===== config.mk =====
export PLATFORM = sky130hd
export DESIGN_NAME = tt_capture_sequencer
export DESIGN_NICKNAME = d
export VERILOG_FILES = /design/src/rtl/tt_capture_pkg.sv /design/src/rtl/tt_capture_divider.sv /design/src/rtl/tt_capture_sequencer.sv
export SDC_FILE = /design/constraint.sdc
export NUM_CORES = 1
export LEC_CHECK = 0
export CAP_MARGIN = 20
export CORE_AREA = 2 2 67 69
export DETAILED_ROUTE_END_ITERATION = 16
export DIE_AREA = 0 0 69 71
export HOLD_SLACK_MARGIN = 0.02
export PLACE_DENSITY = 0.81
export SETUP_SLACK_MARGIN = 0.3
export SYNTH_ARGS = -nofsm -noshare
export SYNTH_HDL_FRONTEND = slang
export SYNTH_SLANG_ARGS = --single-unit

===== constraint.sdc =====
create_clock -name clk -period 4.6 [get_ports clk]
set_clock_uncertainty 0.15 [all_clocks]
set_input_delay 0.92 -clock clk [delete_from_list [all_inputs] [get_ports clk]]
set_output_delay 0.92 -clock clk [all_outputs]
set_load 0.02 [all_outputs]

===== src/rtl/tt_capture_pkg.sv =====
// rtl/tt_capture_pkg.sv - shared types and defaults for the capture sequencer
package tt_capture_pkg;

    localparam int DEF_DIV_W   = 8;
    localparam int DEF_BURST_W = 4;

    typedef enum logic [1:0] {
        MODE_IDLE   = 2'b00,
        MODE_FREE   = 2'b01,
        MODE_STROBE = 2'b10,
        MODE_BURST  = 2'b11
    } mode_e;

    typedef enum logic [2:0] {
        S_IDLE   = 3'd0,
        S_FREE   = 3'd1,
        S_STROBE = 3'd2,
        S_ARM    = 3'd3,
        S_BURST  = 3'd4,
        S_DONE   = 3'd5
    } state_e;

    // Resting state for each configured mode; BURST rests in S_ARM waiting for start.
    function automatic state_e mode_to_state(input mode_e m);
        case (m)
            MODE_FREE:   return S_FREE;
            MODE_STROBE: return S_STROBE;
            MODE_BURST:  return S_ARM;
            default:     return S_IDLE;
        endcase
    endfunction

endpackage


===== src/rtl/tt_capture_divider.sv =====
// rtl/tt_capture_divider.sv - programmable tick counter (tick every i_div+1 clocks) with clear
module tt_capture_divider
    import tt_capture_pkg::*;
#(
    parameter int DIV_W = DEF_DIV_W
) (
    input  logic             clk,
    input  logic             rst_n,
    input  logic             i_clear,
    input  logic [DIV_W-1:0] i_div,
    output logic             o_tick
);

    logic [DIV_W-1:0] r_count;

    // >= rather than == so a divisor lowered below the running count wraps at once.
    assign o_tick = (r_count >= i_div);

    always_ff @(posedge clk or negedge rst_n) begin
        if (!rst_n) begin
            r_count <= '0;
        end else if (i_clear || o_tick) begin
            r_count <= '0;
        end else begin
            r_count <= r_count + 1'b1;
        end
    end

endmodule


===== src/rtl/tt_capture_sequencer.sv =====
// rtl/tt_capture_sequencer.sv - capture-register sequencer (free/strobe/burst); CAPTURE_XOR_EN selects delta capture
module tt_capture_sequencer
    import tt_capture_pkg::*;
#(
    parameter int DIV_W   = DEF_DIV_W,
    parameter int BURST_W = DEF_BURST_W
) (
    input  logic               clk,
    input  logic               rst_n,
    input  logic [1:0]         cfg_mode,
    input  logic [DIV_W-1:0]   cfg_div,
    input  logic [BURST_W-1:0] cfg_len,
    input  logic               start,
    input  logic               strobe,
    input  logic [7:0]         din,
    output logic [7:0]         dout,
    output logic               load,
    output logic               busy,
    output logic               done
);

    localparam logic [BURST_W-1:0] LEN_ONE = BURST_W'(1);

    state_e             r_state;
    state_e             w_next;
    logic [DIV_W-1:0]   r_div;
    logic [BURST_W-1:0] r_rem;
    logic               r_strobe_d;
    mode_e              w_mode;
    logic [DIV_W-1:0]   w_div;
    logic               w_tick;
    logic               w_rise;
    logic               w_clear;
    logic               w_capture;
    logic               w_start_burst;

    assign w_mode  = mode_e'(cfg_mode);
    assign w_rise  = strobe & ~r_strobe_d;
    // A running burst uses the divisor latched at start, not the live input.
    assign w_div   = (r_state == S_BURST) ? r_div : cfg_div;
    assign w_clear = (r_state == S_IDLE) | w_start_burst;

    tt_capture_divider #(
        .DIV_W (DIV_W)
    ) u_divider (
        .clk     (clk),
        .rst_n   (rst_n),
        .i_clear (w_clear),
        .i_div   (w_div),
        .o_tick  (w_tick)
    );

    always_ff @(posedge clk or negedge rst_n) begin
        if (!rst_n) begin
            r_state <= S_IDLE;
        end else begin
            r_state <= w_next;
        end
    end

    always_comb begin
        w_next        = r_state;
        w_capture     = 1'b0;
        w_start_burst = 1'b0;
        busy          = (r_state == S_BURST);
        done          = (r_state == S_DONE);
        case (r_state)
            S_IDLE: begin
                w_next = mode_to_state(w_mode);
            end
            S_FREE: begin
                w_capture = w_tick;
                w_next    = mode_to_state(w_mode);
            end
            S_STROBE: begin
                w_capture = w_rise;
                w_next    = mode_to_state(w_mode);
            end
            S_ARM: begin
                // A mode change in the same cycle as start wins; no burst is launched.
                if (w_mode != MODE_BURST) begin
                    w_next = mode_to_state(w_mode);
                end else if (start) begin
                    w_start_burst = 1'b1;
                    w_next        = S_BURST;
                end
            end
            S_BURST: begin
                w_capture = w_tick;
                if (w_tick && (r_rem <= LEN_ONE)) begin
                    w_next = S_DONE;
                end
            end
            S_DONE: begin
                w_next = S_ARM;
            end
            default: begin
                w_next = S_IDLE;
            end
        endcase
    end

    always_ff @(posedge clk or negedge rst_n) begin
        if (!rst_n) begin
            dout       <= 8'h00;
            load       <= 1'b0;
            r_rem      <= '0;
            r_div      <= '0;
            r_strobe_d <= 1'b0;
        end else begin
            load       <= w_capture;
            r_strobe_d <= strobe;
            if (w_capture) begin
`ifdef CAPTURE_XOR_EN
                dout <= din ^ dout;
`else
                dout <= din;
`endif
            end
            if (w_start_burst) begin
                r_rem <= (cfg_len == '0) ? LEN_ONE : cfg_len;
                r_div <= cfg_div;
            end else if (w_capture && (r_state == S_BURST)) begin
                r_rem <= r_rem - 1'b1;
            end
        end
    end

endmodule


==> flow_summary.yaml <==
run_status:
  status: "completed"
cts:
  cts_buffer_depth: 2
  hold_buffers: 0
  cts-buffers-inserted: 5
  cts_tree: "done"
  root_buffer: "clkbuf_8"
  clkTransAtPathRegs_ns: 0.07
  insertion_delay_ns: 0.29
  cts_resized: 0
  post_cts_buffers: 0
  htree_levels: 2
  clock_sinks: 33
yosys:
  synth_edf_count: 0
  ys_ff_latch: 33
  synth.distinct_cells: 40
  yosysWarnings: 0
  synthCells: 215
  ys.flop_type: "dfrtp_1"
  yosys.area.top_type_share_pct: 41.2
  syn-num-nets: 252
  syn_avg_cell_area_sq_um: 9.33
  synth-seq-area-share_pct: 41.2
  syn-cell-area_sq_um: 2010
  synth_top_area_cell: "dfrtp_1"
  ys_top_cells_by_area: "dfrtp_1, ha_1, o211ai_1"
  ys_async_sr_fraction_pct: 100
power_and_ir_drop:
  comb_power_share_pct: 31.0
  ir_drop_mv: 0.210
  swShare_pct: 32.8
  clock_power_share_pct: 25.9
  power.leakage_nw: 1.09
  seq_power_share_pct: 43.1
  power.density_nw_per_um2: 375
  p_switching_mw: 0.307
  intPower_mw: 0.628
sta:
  tightest_slew_ns: 0.995
  slew_viol_final: 0
  hold_viol_final: 0
  finalSetupTns_ns: 0
  period_minus_slack_ns: 3.82
  setup_viol: 0
  slew_headroom_pct: 33.3
  fin_crit_sh_pct: 83.1
  max_freq_mhz: 261
  rsz0062_at_grt: "no"
detailed_routing:
  drtAntennaViolNets: 0
  route.detailed.drc: 0
  drt_iter0_markers: 168
  routed_wl_um: 4590
  wl_per_cell_um: 15.1
  first_pass_iters: 4
  via_per_inst: 5.76
  num_vias: 1745
cells_and_area:
  fill_cells: 372
  n_antenna_cell: 0
  layout-drive-gt1-share_pct: 9.56
  syn_to_final_growth_pct: 24.3
  fin_cells: 303
  final_common_cell: "clkdlybuf4s50_1"
  postLayoutCellArea_sq_um: 2490
  num-nets-final: 287
  final_core_util_pct: 59.3
  final_cell_mix: "clkdlybuf4s50_1, nand2_1, dfrtp_1, o211ai_1"
global_routing:
  grt_first_pass_wirelength_um: 7870
  grt-ovfl-total: 0
  antenna_found_initial: 0
  gr-usage-met2_pct: 34.6
  grt_pass1_vias: 1725
  grt_max_degree: 34
  grtUsageMet3_pct: 5.41
  top_usage_layer: "met2"
  grtUsageMet1_pct: 23.8
  grtUsageTotal_pct: 20.2
place:
  placedInstanceArea_sq_um: 2390
  place.gp.congestion: 0.808
  numPortBuffers: 36
  dp_hpwl_um: 3260
  dp.cells: 295
setup_path:
  critPathKind: "reg2reg"
  arrival_ns: 3.81
  end_kind: "flop"
  cp_max_fo: 16
  crit_required_ns: 4.59
  startpoint_type: "flop"
floorplan:
  fp.coreArea_sq_um: 4200
  die_y_um: 71
  pin_count: 37
  initial_core_util_pct: 47.7
  dieArea_sq_um: 4900
  rows: 24
  die_w_um: 69
hold_path:
  min_path_type: "reg2reg"
run:
  cap_viol_max_count: 0
[worst paths after layout]
path                            start                   end  slack (ns)  cells after the start
hold / removal               r_div[4]              r_div[4]        0.33                      2
hold reg to reg              r_div[4]              r_div[4]        0.33                      2
max in group asynchronous       rst_n  u_divider.r_count[6]        3.10                      2
min in group asynchronous       rst_n            r_state[0]        0.88                      2
setup / recovery           r_state[2]              r_rem[1]        0.78                      9
setup reg to reg           r_state[2]              r_rem[1]        0.78                      9
[state kept, by name, indices dropped and copies added (netlist names)]
name,cells
load,1
r_state,3
r_div,8
r_rem,4
r_strobe_d,1
u_divider.r_count,8
dout,8
[power groups by stage]
stage                     registers [mW]  clock network [mW]  logic [mW]
final                              0.403               0.242       0.290
after global routing               0.412               0.258       0.318
after detailed placement           0.408                   0       0.291
after CTS                          0.403               0.248       0.292
after floorplan                    0.427                   0       0.154
after global placement             0.406                   0       0.280
[layer usage]
layer | wire, um | vias up
li1 | - | 853
met1 | 2030 | 827
met2 | 2230 | 53
met3 | 239 | 12
met4 | 87 | 0
met5 | 0 | -
[cell families after synthesis]
kind of cell    count (synthesis)  share of synthesized area, %
simple gates                   86                          20.1
compound gates                 54                          21.2
flops                          33                          41.2
buf+inv                        17                          3.99
fa+ha+maj                      11                          6.86
mux                             8                          4.05
xor+xnor                        6                          2.62
[synthesized netlist by cell type (all sizes together) (3+ instances only)]
cell     n
clkbuf   4
and3     3
nand4    5
xor2     5
dfrtp   33
nor3     5
nand2   35
inv      7
ha      11
buf      6
o21ai    8
mux2i    7
a21oi   10
nor2    16
nand3   16
o211ai  26
[cell type report]
type / instances / area [sq um] / area share, %
flip-flops and latches: 33 / 826 / 33.1
clock buffers: 7 / 96.3 / 3.86
repair buffers: 38 / 375 / 15.1
clock inverters: 1 / 5.00 / 0.201
well taps: 52 / 65.1 / 2.61
inverters: 7 / 26.3 / 1.05
multi-input cells: 165 / 1100 / 44.1
[stage by stage]
step	hold slack [ns]	setup WS [ns]	total power [mW]
finish	0.326	0.776	0.935
global route	0.339	0.431	0.988
CTS	0.329	0.808	0.943
detailed placement	0.312	0.799	0.699
global placement	0.307	0.909	0.686
floorplan	0.292	1.81	0.580
[critical path, cell delays in order, from the launching register on]
cell	delay [ns]
dfrtp_1	0.45
inv_2	0.18
nor3_4	0.69
mux2i_1	0.19
ha_1	0.36
nand2_1	0.08
o21ai_1	0.76
nand2_1	0.49
nand4_1	0.21
o311ai_1	0.11
No activity file was read; power rests on OpenSTA's default activity.
